File: src/rtl/sram_ctrl_seq.sv
// sram_ctrl_seq: sequencer for a small SRAM macro (8 words x 8 bits).
// It takes one request at a time and drives the precharge, decode, write
// and sense phases with programmable durations. It then holds the response
// until the consumer takes it.
module sram_ctrl_seq #(
   parameter int unsigned PRE_CYC   = 1,
   parameter int unsigned SENSE_CYC = 2
) (
   input  logic       clk,
   input  logic       rst_n,
   input  logic       req_valid,
   output logic       req_ready,
   input  logic       req_we,
   input  logic [2:0] req_addr,
   input  logic [7:0] req_wdata,
   output logic       rsp_valid,
   input  logic       rsp_ready,
   output logic [7:0] rsp_rdata,
   output logic [2:0] dec_a,
   output logic       dec_en,
   output logic       precharge,
   output logic       wr_en,
   output logic [7:0] bl_data,
   output logic       sense_en,
   input  logic [7:0] sense_data,
   output logic       busy
);

   typedef enum logic [2:0] {
      IDLE   = 3'd0,
      PRE    = 3'd1,
      ACCESS = 3'd2,
      SENSE  = 3'd3,
      DONE   = 3'd4
   } state_t;

   // The phase counters count down to zero, so an N-cycle phase loads N-1.
   localparam logic [3:0] PRE_LOAD   = 4'(PRE_CYC - 1);
   localparam logic [3:0] SENSE_LOAD = 4'(SENSE_CYC - 1);

   state_t     state;
   state_t     state_nxt;
   logic [3:0] cnt;
   logic       we_q;
   logic [2:0] addr_q;
   logic [7:0] wdata_q;
   logic       in_idle;

   assign in_idle = (state == IDLE);

   // Outside reset, ready is exactly the IDLE state. It is gated by rst_n
   // so that it reads 0 while reset is asserted and 1 as soon as reset
   // is released, without waiting for a clock edge.
   assign req_ready = rst_n & in_idle;

   // Next-state selection. The phase counter decides when PRE and SENSE end.
   always_comb begin
      state_nxt = state;
      case (state)
         IDLE:    if (req_valid)   state_nxt = PRE;
         PRE:     if (cnt == 4'd0) state_nxt = ACCESS;
         ACCESS:  state_nxt = we_q ? DONE : SENSE;
         SENSE:   if (cnt == 4'd0) state_nxt = DONE;
         DONE:    if (rsp_ready)   state_nxt = IDLE;
         default: state_nxt = IDLE;
      endcase
   end

   // State, phase counter, captured request and registered array-side outputs.
   always_ff @(posedge clk or negedge rst_n) begin
      if (!rst_n) begin
         state     <= IDLE;
         cnt       <= 4'd0;
         we_q      <= 1'b0;
         addr_q    <= 3'd0;
         wdata_q   <= 8'd0;
         rsp_rdata <= 8'd0;
         rsp_valid <= 1'b0;
         dec_a     <= 3'd0;
         dec_en    <= 1'b0;
         precharge <= 1'b0;
         wr_en     <= 1'b0;
         bl_data   <= 8'd0;
         sense_en  <= 1'b0;
         busy      <= 1'b0;
      end else begin
         state <= state_nxt;

         // The counter reloads on every state entry and otherwise counts down.
         if (state_nxt != state) begin
            case (state_nxt)
               PRE:     cnt <= PRE_LOAD;
               SENSE:   cnt <= SENSE_LOAD;
               default: cnt <= 4'd0;
            endcase
         end else if (cnt != 4'd0) begin
            cnt <= cnt - 4'd1;
         end

         // Capture happens only on the accept edge. Later req_valid pulses
         // cannot disturb an access that is in flight.
         if (in_idle && req_valid) begin
            we_q    <= req_we;
            addr_q  <= req_addr;
            wdata_q <= req_wdata;
         end

         // On a write, the response echoes the written data.
         // On a read, it takes the sense-amp value from the last SENSE cycle.
         if (state == ACCESS && state_nxt == DONE)
            rsp_rdata <= wdata_q;
         else if (state == SENSE && state_nxt == DONE)
            rsp_rdata <= sense_data;

         // The outputs are registered from next state, so each one lines up
         // with the state it belongs to. dec_a is loaded on the accept edge
         // and then stays fixed until the access returns to IDLE.
         busy      <= (state_nxt != IDLE);
         precharge <= (state_nxt == PRE);
         dec_en    <= (state_nxt == ACCESS) || (state_nxt == SENSE);
         sense_en  <= (state_nxt == SENSE);
         wr_en     <= (state_nxt == ACCESS) && we_q;
         bl_data   <= ((state_nxt == ACCESS) && we_q) ? wdata_q : 8'd0;
         rsp_valid <= (state_nxt == DONE);
         if (state_nxt == IDLE)
            dec_a <= 3'd0;
         else if (in_idle)
            dec_a <= req_addr;
         else
            dec_a <= addr_q;
      end
   end

endmodule

File: config.mk
export PLATFORM = sky130hd
export DESIGN_NAME = sram_ctrl_seq
export DESIGN_NICKNAME = d
export VERILOG_FILES = /design/src/rtl/sram_ctrl_seq.sv
export SDC_FILE = /design/constraint.sdc
export NUM_CORES = 1
export LEC_CHECK = 0
export CAP_MARGIN = 20
export CORE_MARGIN = 1
export CORE_UTILIZATION = 35
export CTS_BUF_LIST = sky130_fd_sc_hd__clkbuf_16
export CTS_CLUSTER_DIAMETER = 120
export DETAILED_ROUTE_END_ITERATION = 8
export DONT_BUFFER_PORTS = 1
export HOLD_SLACK_MARGIN = 0.12
export SLEW_MARGIN = 0
export SYNTH_ARGS = -nofsm -noshare
export SYNTH_HDL_FRONTEND = slang
export SYNTH_SLANG_ARGS = --single-unit
File: constraint.sdc
create_clock -name clk -period 2.2 [get_ports clk]
set_input_delay 0.33 -clock clk [delete_from_list [all_inputs] [get_ports clk]]
set_output_delay 0.33 -clock clk [all_outputs]
set_load 0.1 [all_outputs]
---- Word level (Yosys, flattened, before mapping) ----
Cells that the tools add are included.
operators by class
  add/subtract/negate cells ............... 1
  multiply operators ...................... 0
  div/mod/pow operators ................... 0
  $lt $le $gt $ge ......................... 0
  equal/unequal tests ..................... 9
  shifts and indexed selects .............. 0
  muxes and demuxes ....................... 14
  bitwise logic cells ..................... 1
  reduce and logical (&&, ||, !) cells .... 12
operators with widths
  cell                   number
  $mux W8                3
  $mux W3                7
  $pmux W3 S5            1
  $eq A3 B2 Y1 const B   4
  $mux W4                2
  $eq A3 B1 Y1 const B   2
  $eq A3 B3 Y1 const B   2
  $logic_not A3 Y1       2
  $logic_and A1 B1 Y1    4
  $logic_not A4 Y1       1
  $reduce_bool A2 Y1     2
  $reduce_bool A4 Y1     1
  $sub A4 B1 Y4 const B  1
  $ne A3 B3 Y1           1
  $reduce_bool A3 Y1     1
  $and A1 B1 Y1          1
  $logic_or A1 B1 Y1     1
  $mux W1                1
word-level totals
  flip-flop bits (word level) ............. 44
  bits in latches ......................... 0
  bits in writable memories ............... 0
  bits in read-only memories .............. 0
  output and inout port bits .............. 26
  logic and storage cells ................. 51
  memories kept ........................... 0

---- Logic depth before layout (Yosys ltp) ----
  depth after elaboration ................. 7
  mapped depth ............................ 5
  gate-level depth less buffers ........... 5

---- Least setup slack after synthesis ----
No wires, ideal clock.
  path type ............................... register to output
  start point ............................. reg state[0]
  end point ............................... out req_ready
  data arrival time ....................... 1.538 ns
  path slack .............................. 0.332 ns
  cell stages (with the launch flop) ...... 3
  cells stage by stage .................... dfrtp_1 nor3_4 and2_1
on the way
  longest elaborated chain between the ends .. 2
ends and longest elaborated chain
  element                 line  RTL
  from (decl)             41    state_t state;
  from (signal assigned)  87    state <= state_nxt;
  $logic_not A3 Y1        49    assign in_idle = (state == IDLE);
  $and A1 B1 Y1           54    assign req_ready = rst_n & in_idle;
  to (decl)               12    output logic req_ready,
Every way passes these cells.

---- Final worst setup path ----
  start point ............................. reg state[2]
  end point ............................... out req_ready
Same word-level chain as after synthesis.

==> key figures <==
Floorplan
  • Row count: 26
  • Die area: roughly 0.0059 mm2
  • IO Count: 50
  • Starting Density: 0.374
  • Die Y: 76.8 um
  • Core ar.: 0.00524 mm2
  • Horiz. Die Dim: ~77 um

Route
  • Final ANT Viol Nets: 0
  • Via density: 5.02
  • Iteration-0 DRC Markers: 131
  • Routed wire length: 3760 um
  • Remaining DRCs: 0
  • DR pass1 iterations: 4
  • Met2 wire length: 1830 um
  • Routed met1 length: 1590 um
  • Met3 WL post-DR: 281 um
  • Wire length per cell: 15.2 um
  • DR top layer: met4
  • Routed via count: 1241

Critical path
  • Worst setup EP type: output port
  • Critical Path RT: about 1.9 ns
  • Crit path DAT: 1.62 ns
  • Worst-path fanout max: 14
  • Setup crit start kind: flop
  • Critical path type: reg2out

Yosys
  • Yosys warning total: 0
  • Synth Flop Type: dfrtp_1
  • Syn Area/Cell: 13.0 um2
  • Yosys reg bits: 44
  • Yosys cell types: 37
  • Number of synthesized flops with an enable pin: 0
  • Post-Synthesis Cells: 151
  • Asr flop ratio synth: 1.00
  • Sequential-to-total area share from yosys stat: 0.562
  • Post-Syn Area: 0.00196 mm2
  • Post-Syn Nets: ~180

Clock tree
  • CTS sink cnt: 44
  • TritonCTS Buffers: 5
  • Clk slew on worst S/H paths: ~0.06 ns
  • Clock buffer depth: 2
  • H-Tree Depth: 2
  • TritonCTS clock tree: built
  • Clock root cell: clkbuf_16
  • Worst-Skew Late Latency: 0.28 ns
  • PostCTS Resize Cnt: 0

Layout
  • Core Util, Final: 0.448
  • Fraction of layout cells with a size suffix above 1: 0.345
  • Fin area: 0.00235 mm2
  • Finished Layout Cells: 247
  • Final Net Count: 201
  • Antenna diodes: 0
  • Layout area overhead: 19.9%
  • Fill count: roughly 480

STA
  • Fmax: 512 MHz
  • Hold Violations, Final: 0
  • Least-Margin Pin Slew: between 0.9 and 1 ns
  • RSZ-0062 raised after global routing: false
  • Pins Over Slew Limit: 0
  • Setup violators final: 0
  • Period minus WS final: approximately 2 ns
  • Tcrit/Tclk final: 0.888
  • Rel. slew slack: 0.397
  • Setup TNS: 0 ns
  • Layout Skew: roughly 0.0019 ns

Placed design
  • Final Wtd Congestion: between 0.8 and 0.9
  • Placed Cells: ~240
  • Post-DP HPWL: 2730 um
  • Placed cell area: 0.00218 mm2
  • PortBufs: 0

Global routing
  • Initial antenna violation count: 0
  • Vias in the first global route: 1305
  • Largest net degree at the start of global routing: 45
  • Gr ovfl total: 0
  • GRT Util Overall: 0.138
  • First-pass GRT wire length: roughly 6300 um

Run
  • Total of max-cap violations: 0

Min path
  • Tightest Hold Check Type: in2reg

Outcome
  • Outcome: completed
cells in the mapped netlist (2+ instances only):
cell type	n	share of area
o21ai_0	2	0.0051
nor2_1	6	0.012
nand3_1	2	0.0051
mux2_2	25	0.14
mux2i_1	6	0.031
nor3_1	5	0.013
nor2b_1	2	0.0064
nand2b_1	4	0.013
dfrtp_1	44	0.56
nand2_1	3	0.0058
inv_1	7	0.013
a21oi_1	8	0.020
o31ai_1	2	0.0077
buf_2	3	0.0077
and2_1	10	0.032
worst max-delay path, cell delays in order (launching register included):
cell and delay [ns]:
dfrtp_1 0.55, nor3_4 0.39, and2_1 0.22, buf_12 0.18
state kept, by name, indices dropped and copies added, names as in the netlist, 3 cells and up:
| signal | cells |
|---|---|
| addr_q | 3 |
| bl_data | 8 |
| cnt | 4 |
| dec_a | 3 |
| rsp_rdata | 8 |
| state | 3 |
| wdata_q | 8 |
final cells by class:
| class | instances | area, um2 | share of cell area |
|---|---|---|---|
| clock buffers | 5 | 125 | 0.0533 |
| clock inverters | 3 | 11.3 | 0.00479 |
| inverters | 7 | 26.3 | 0.0112 |
| multi-input cells | 95 | 797 | 0.339 |
| flip-flops and latches | 44 | 1100 | 0.469 |
| well taps | 70 | 87.6 | 0.0373 |
| repair buffers | 23 | 200 | 0.0852 |
layout by cell type, fill, tap and decap left out, types with 2 or more instances in the layout:
| cell type | instances |
|---|---|
| o31ai_1 | 2 |
| nand2b_1 | 4 |
| a21oi_1 | 8 |
| nor3_1 | 5 |
| mux2i_1 | 6 |
| o21ai_0 | 2 |
| clkbuf_16 | 5 |
| and2_1 | 10 |
| inv_1 | 9 |
| mux2_2 | 25 |
| dfrtp_1 | 44 |
| nor2b_1 | 2 |
| nand3_1 | 2 |
| nand2_1 | 3 |
| buf_4 | 20 |
| nor2_1 | 6 |
| buf_12 | 2 |
final timing paths:
kind / from / endpoint / cells after the start / slack [ns]
setup / recovery: state[2] / req_ready / 3 / 0.25
setup reg to reg: cnt[0] / bl_data[3] / 5 / 0.34
max in group asynchronous: rst_n / cnt[2] / 2 / 1.46
min in group asynchronous: rst_n / rsp_valid / 2 / 0.53
hold reg to reg: addr_q[2] / addr_q[2] / 1 / 0.49
hold / removal: req_addr[2] / addr_q[2] / 1 / 0.19
stage by stage:
step	hold WS, ns	setup slack (ns)
global placement	0.0359	0.458
floorplan	0.0344	0.332
CTS	0.186	0.238
finish	0.191	0.247
detailed placement	0.0359	0.334
global route	0.186	0.155
metal layers:
layer / GRT usage / vias up
met5: 0 / -
met4: 0.0615 / 0
met3: 0.0536 / 9
met2: 0.222 / 51
met1: 0.161 / 599
li1: - / 582
timing repair:
action	in CTS	in global routing
hold buffers	2	0
endpoints found under the hold margin	44	0
endpoints found under the setup margin	0	0
buffers inserted	0	0
logic make-up (layout without fill, tap and decap cells):
kind of cell	after synthesis	count (layout)	share of synthesized area
flops	44	44	0.562
simple gates	44	44	0.155
xor+xnor	1	1	0.00447
fa+ha+maj	1	1	0.00639
mux	32	32	0.180
buf+inv	12	38	0.0307
compound gates	17	17	0.0607
Power is not shown: default switching activity piles up to over one toggle a cycle in this logic, so the estimate is an artifact.
